### src/rtl/obtc_pkg.sv
// Shared types and sizes for the target serializer: FIFO word geometry,
// compact-nBits field widths and the serializer FSM encoding.
package obtc_pkg;

   localparam int WORD_W       = 32;
   localparam int TARGET_W     = 256;
   localparam int TARGET_WORDS = TARGET_W / WORD_W;
   localparam int NBITS_MANT_W = 23;
   localparam int IDX_W        = 3;

   localparam logic [IDX_W-1:0] LAST_IDX = IDX_W'(TARGET_WORDS - 1);

   typedef enum logic [1:0] {
      TS_IDLE   = 2'd0,
      TS_EXPAND = 2'd1,
      TS_SEND   = 2'd2
   } tser_state_t;

endpackage

### src/rtl/compact_target_expand.sv
// Combinational expansion of a Bitcoin compact difficulty word (nBits)
// into a 256-bit target, with saturation and forced-zero indications.
module compact_target_expand
   import obtc_pkg::*;
(
   input  logic [31:0]         nbits,
   output logic [TARGET_W-1:0] target,
   output logic                overflow,
   output logic                zero
);

   // Mantissa is shifted in a 280-bit field so bits lost above 255 can be detected.
   localparam int WIDE_W = 280;

   logic [7:0]              exp_s;
   logic [NBITS_MANT_W-1:0] mant_s;
   logic [10:0]             shamt_s;
   logic [WIDE_W-1:0]       wide_s;

   // Decode exponent and mantissa, then shift right (small exp) or left (large exp).
   always_comb begin
      exp_s    = nbits[31:24];
      mant_s   = nbits[NBITS_MANT_W-1:0];
      shamt_s  = 11'd0;
      wide_s   = {(WIDE_W-NBITS_MANT_W)'(1'b0), mant_s};
      target   = {TARGET_W{1'b0}};
      overflow = 1'b0;
      zero     = 1'b0;
      if (nbits[23] || (mant_s == {NBITS_MANT_W{1'b0}})) begin
         zero = 1'b1;
      end else if (exp_s <= 8'd3) begin
         shamt_s = {8'd3 - exp_s, 3'b000};
         wide_s  = wide_s >> shamt_s;
         target  = wide_s[TARGET_W-1:0];
      end else if (exp_s >= 8'd35) begin
         overflow = 1'b1;
         target   = {TARGET_W{1'b1}};
      end else begin
         shamt_s = {exp_s - 8'd3, 3'b000};
         wide_s  = wide_s << shamt_s;
         if (|wide_s[WIDE_W-1:TARGET_W]) begin
            overflow = 1'b1;
            target   = {TARGET_W{1'b1}};
         end else begin
            target = wide_s[TARGET_W-1:0];
         end
      end
   end

endmodule

### src/rtl/target_serializer.sv
// Latches a compact nBits word, expands it once, and streams the 256-bit
// target into the target FIFO as eight 32-bit words, least-significant first.
module target_serializer
   import obtc_pkg::*;
(
   input  logic              clk,
   input  logic              rst,
   input  logic [31:0]       nbits,
   input  logic              nbits_valid,
   output logic              nbits_ready,
   input  logic              stop,
   output logic              stop_ack_tgt,
   output logic [WORD_W-1:0] target_fifo_din,
   output logic              target_fifo_we,
   input  logic              target_fifo_full,
   output logic              target_overflow,
   output logic              target_zero,
   output logic              done
);

   tser_state_t         state_q, state_d;
   logic [IDX_W-1:0]    idx_q, idx_d;
   logic [TARGET_W-1:0] target_q, target_d;
   logic [31:0]         nbits_q, nbits_d;
   logic                overflow_q, overflow_d;
   logic                zero_q, zero_d;

   logic [TARGET_W-1:0] exp_target_s;
   logic                exp_overflow_s;
   logic                exp_zero_s;
   logic                we_s;
   logic                done_s;
   logic                idle_s;

   compact_target_expand u_expand (
      .nbits    (nbits_q),
      .target   (exp_target_s),
      .overflow (exp_overflow_s),
      .zero     (exp_zero_s)
   );

   // State, word index, target and per-job flag registers.
   always_ff @(posedge clk) begin
      if (rst) begin
         state_q    <= TS_IDLE;
         idx_q      <= {IDX_W{1'b0}};
         target_q   <= {TARGET_W{1'b0}};
         nbits_q    <= 32'd0;
         overflow_q <= 1'b0;
         zero_q     <= 1'b0;
      end else begin
         state_q    <= state_d;
         idx_q      <= idx_d;
         target_q   <= target_d;
         nbits_q    <= nbits_d;
         overflow_q <= overflow_d;
         zero_q     <= zero_d;
      end
   end

   // Next-state logic; stop always wins and suppresses the write of its own cycle.
   always_comb begin
      state_d    = state_q;
      idx_d      = idx_q;
      target_d   = target_q;
      nbits_d    = nbits_q;
      overflow_d = overflow_q;
      zero_d     = zero_q;
      we_s       = 1'b0;
      done_s     = 1'b0;
      idle_s     = 1'b0;
      case (state_q)
         TS_IDLE: begin
            idle_s = 1'b1;
            if (nbits_valid && !stop) begin
               nbits_d    = nbits;
               overflow_d = 1'b0;
               zero_d     = 1'b0;
               state_d    = TS_EXPAND;
            end else begin
               state_d = TS_IDLE;
            end
         end
         TS_EXPAND: begin
            if (stop) begin
               state_d = TS_IDLE;
            end else begin
               target_d   = exp_target_s;
               overflow_d = exp_overflow_s;
               zero_d     = exp_zero_s;
               idx_d      = {IDX_W{1'b0}};
               state_d    = TS_SEND;
            end
         end
         TS_SEND: begin
            if (stop) begin
               state_d = TS_IDLE;
            end else if (!target_fifo_full) begin
               we_s = 1'b1;
               if (idx_q == LAST_IDX) begin
                  done_s  = 1'b1;
                  idx_d   = {IDX_W{1'b0}};
                  state_d = TS_IDLE;
               end else begin
                  idx_d = idx_q + 3'd1;
               end
            end else begin
               state_d = TS_SEND;
            end
         end
         default: begin
            state_d = TS_IDLE;
         end
      endcase
   end

   // A reset cycle must never write, even though state is still SEND.
   assign target_fifo_we  = we_s & ~rst;
   assign done            = done_s & ~rst;
   assign target_fifo_din = target_q[idx_q*WORD_W +: WORD_W];
   assign nbits_ready     = idle_s;
   assign stop_ack_tgt    = idle_s;
   assign target_overflow = overflow_q;
   assign target_zero     = zero_q;

endmodule

### config.mk
export PLATFORM = sky130hd
export DESIGN_NAME = target_serializer
export DESIGN_NICKNAME = d
export VERILOG_FILES = /design/src/rtl/obtc_pkg.sv /design/src/rtl/compact_target_expand.sv /design/src/rtl/target_serializer.sv
export SDC_FILE = /design/constraint.sdc
export NUM_CORES = 1
export LEC_CHECK = 0
export ABC_CLOCK_PERIOD_IN_PS = 7700
export BUFFER_PORTS_ARGS = -buffer_cell sky130_fd_sc_hd__buf_2
export CAP_MARGIN = 5
export CORE_ASPECT_RATIO = 1.4
export CORE_MARGIN = 3
export CORE_UTILIZATION = 55
export CTS_BUF_LIST = sky130_fd_sc_hd__clkbuf_4
export CTS_CLUSTER_DIAMETER = 80
export DETAILED_ROUTE_END_ITERATION = 7
export PLACE_DENSITY = 0.7
export SYNTH_ARGS = -nofsm -noshare
export SYNTH_HDL_FRONTEND = slang
export SYNTH_SLANG_ARGS = --single-unit
### constraint.sdc
create_clock -name clk -period 7.7 [get_ports clk]
set_input_delay 0 -clock clk [delete_from_list [all_inputs] [get_ports clk]]
set_output_delay 0 -clock clk [all_outputs]
set_load 0.05 [all_outputs]
==> summary.txt <==
Outcome
  • Outcome: finished, violations left
  • Failing checks: design-rule violations

Route
  • Met2 routed wirelength: 24000 um
  • Antenna viol nets, final: 0
  • DR top layer: met4
  • WL/cell: about 23 um
  • DR iter-0 viols: 1428
  • Vias/cell: 6.60
  • Wl on met1: ~19000 um
  • DRT Wirelength: between 40000 and 50000 um
  • TritonRoute pass-1 iters: 8
  • Via count: 14300
  • Residual DRC: 2
  • DR WL met3: between 3000 and 4000 um

Timing
  • RSZ-0062 raised after global routing: false
  • Setup tns final: 0 ns
  • Final Cycle Share: 59.0%
  • Setup-failing EPs final: 0
  • Skew final: 0.0694 ns
  • Fin. Hold Viols: 0
  • Final min period: around 4.5 ns
  • Worst-Margin Slew: 1.10 ns
  • Slew Limit Fails: 0
  • Relative slew slack: a little over a quarter
  • Max Fclk: roughly 220 MHz

Synth
  • Netlist cell types: 72
  • Primary FF master, synth: dfxtp_1
  • Number of enable flip-flop cells after synthesis: 0
  • Seq/Total Area, Yosys: about two fifths
  • YS warnings: 0
  • Post-synthesis instance area: ~0.015 mm^2
  • Mapped Nets: 1695
  • Synthesized netlist cell count: 1653
  • Asr flop ratio synth: 0%
  • Post-Syn Area per Cell: 9.10 um^2
  • Seq cells post-synth: 295

GRT
  • Number of global-route vias before repair: 13800
  • Total gr overflow: 0
  • GRT Util Overall: 32.6%
  • First-pass GRT wire length: slightly below 80000 um
  • Initial antenna violation count: 1
  • Largest net degree at the start of global routing: 170

Worst setup path
  • Crit. path cell count: 9
  • Worst Path Required: ~8.2 ns
  • Worst path top cell family by delay: compound AO/OA/AOI/OAI gates
  • Worst Path Arrival: between 5 and 6 ns
  • Reg2reg setup slack: 3.16 ns
  • Critical path launch point type: flop
  • Buffer and inverter count on the worst path: 2
  • Crit path to: target_q[65]
  • Setup crit end kind: flop
  • Register-to-Register Path Depth: 9
  • Slowest-stage cell, CP: o21ai_1
  • RR Startpoint: nbits_q[24]
  • Worst-path cell chain: buf_4 -> ha_1 -> a21oi_1 -> o21ai_1 -> o21bai_4 -> nor2_2 -> nor2_4 -> buf_12 -> a31oi_1
  • Crit path largest cell delay: 0.83 ns
  • Reg-to-reg critical path endpoint: target_q[65]
  • Critical path class: flop to flop
  • Critical Path Start: nbits_q[24]
  • Critical path fanouts, max: 169

Placed design
  • IO Port Bufs: 74
  • Routability cong.: 1.01
  • Dpl hpwl: ~30000 um

Clock network
  • TritonCTS clock tree: done
  • Clock Pin Slew Worst Setup and Hold Paths: 0.07 ns
  • H-tree lvl count: 3
  • Latest clock arrival within the worst-skew pair: 0.76 ns
  • CTS buffer count: 73
  • Post-CTS Resized: 0
  • Clock Root Buffer: clkbuf_4
  • CTS sink count: 295
  • Max clock buf depth: 3

Finish
  • Area Overhead vs Synth: 14.7%
  • Most frequent cells in the layout: dfxtp_1 (291), a21oi_1 (245), nand2_1 (193)
  • Fillers: approximately 2300
  • Final nets: 1792
  • Fraction of layout cells with a size suffix above 1: between 10% and 20%
  • Commonest non-fill, non-tap cell in the layout: dfxtp_1

Floorplanning
  • Die ar.: 0.0294 mm^2
  • Num rows: 71
  • Initial Util: 55.9%
  • Core ar.: 0.0269 mm^2
  • Die Ht: 202 um
  • IO Pins: 75
  • Die width: 146 um

Power
  • Peak VDD IR: 0.138 mV
  • Leakage: 5.83 nW
  • Power Dens Cells: around 190 mW/mm^2
  • Final Power: roughly 3.2 mW

Worst hold path
  • Hold Crit Class: input port to flop

Job
  • Max Cap Viol: 0
cell usage after synthesis, types with 4 or more instances:
| cell | n | area (um^2) |
|---|---|---|
| dfxtp_1 | 295 | 5910 |
| a21oi_1 | 245 | 1230 |
| nand2_1 | 193 | 724 |
| a22oi_1 | 186 | 1400 |
| clkbuf_1 | 104 | 390 |
| nor2_1 | 75 | 282 |
| mux4_2 | 64 | 1440 |
| a31oi_1 | 51 | 319 |
| buf_2 | 49 | 245 |
| mux2_2 | 44 | 495 |
| o21ai_0 | 38 | 190 |
| a221oi_1 | 23 | 201 |
| nor3_1 | 21 | 105 |
| mux2i_1 | 20 | 200 |
| o22ai_1 | 16 | 100 |
| nand2b_1 | 15 | 93.8 |
| a32oi_1 | 14 | 123 |
| buf_1 | 12 | 45.0 |
| nand3_1 | 12 | 60.1 |
| o21ai_1 | 12 | 60.1 |
| nor2b_1 | 11 | 68.8 |
| and3_1 | 10 | 62.6 |
| and2_1 | 7 | 43.8 |
| buf_4 | 7 | 52.6 |
| nor3_2 | 7 | 70.1 |
| nor4_1 | 7 | 43.8 |
| o21a_1 | 7 | 52.6 |
| a21boi_0 | 6 | 45.0 |
| buf_6 | 5 | 56.3 |
| ha_1 | 5 | 62.6 |
| inv_1 | 5 | 18.8 |
| nand3b_1 | 5 | 37.5 |
| nand4_1 | 5 | 31.3 |
| a211oi_2 | 4 | 50.1 |
| nor3_4 | 4 | 65.1 |
| nor4_4 | 4 | 85.1 |
| o22a_1 | 4 | 35.0 |
worst min-delay path, cell delays in order:
cell	delay (ns)
dlygate4sd3_1	0.55
buf_2	0.19
o21ai_0	0.19
a21oi_1	0.08
how the worst min path moves through the flow:
stage                     startpoint     endpoint  slack (ns)  depth (start not counted)
after floorplan            nbits[29]  nbits_q[29]        0.14                          2
after global placement     nbits[15]  nbits_q[15]        0.24                          3
after detailed placement   nbits[20]  nbits_q[20]        0.25                          3
after CTS                       stop     idx_q[1]        0.25                          4
after global routing            stop     idx_q[1]        0.35                          4
final                           stop     idx_q[1]        0.34                          4
logic make-up (layout without fill, tap and decap cells):
logic type	Yosys count	after routing	share of synthesized area [%]
AOI/OAI and AO/OA	632	632	27.0
xor gates and xnor gates	4	4	0.233
adders and majority gates	5	5	0.416
buffers and inverters	183	327	5.40
DFF	295	295	39.3
muxes	128	128	14.2
other	0	1	0
and+or+nand+nor	406	406	13.5
state kept, by name, indices dropped and copies added, names as in the netlist:
register,count
target_overflow,1
state_q,2
target_q,256
target_zero,1
nbits_q,32
idx_q,3
per-layer routing:
metal | vias up | GRT usage, %
li1 | 6487 | -
met1 | 6933 | 40.0
met2 | 670 | 53.7
met3 | 175 | 6.33
met4 | 0 | 18.4
met5 | - | 0
final cells by class:
| class | instances | area, um^2 | share of cell area, % |
|---|---|---|---|
| Sequential cell | 295 | 5920 | 34.3 |
| Timing Repair Buffer | 199 | 1590 | 9.18 |
| Antenna cell | 1 | 2.50 | 0.0145 |
| Clock inverter | 18 | 125 | 0.725 |
| Tap cell | 365 | 457 | 2.65 |
| Multi-Input combinational cell | 1175 | 8370 | 48.5 |
| Inverter | 6 | 22.5 | 0.130 |
| Clock buffer | 104 | 781 | 4.52 |
repair_timing:
item / CTS / global route
buffers inserted: 0 / 0
endpoints found under the hold margin: 119 / 0
hold buffers: 102 / 0
power by group:
| group | switching (mW) | internal (mW) | total, mW | leakage [nW] |
|---|---|---|---|---|
| clock | 0.632 | 0.685 | 1.32 | 0.537 |
| sequential | 0.0356 | 1.54 | 1.58 | 2.38 |
| combinational | 0.220 | 0.114 | 0.334 | 2.91 |
metrics by stage:
| step | worst slack (ns) | hold WS (ns) | utilization, % | std cells | instance area, um^2 |
|---|---|---|---|---|---|
| floorplan | 4.92 | 0.136 | - | 1653 | 15000 |
| detailed placement | 3.30 | 0.249 | 57.0 | 1938 | 15300 |
| global placement | 3.38 | 0.240 | 57.0 | 1938 | 15300 |
| global route | 2.91 | 0.346 | 64.1 | 2163 | 17300 |
| CTS | 3.29 | 0.246 | 64.1 | 2162 | 17300 |
| finish | 3.16 | 0.336 | 64.1 | 2163 | 17300 |
Power figures use the tool's default switching activity.
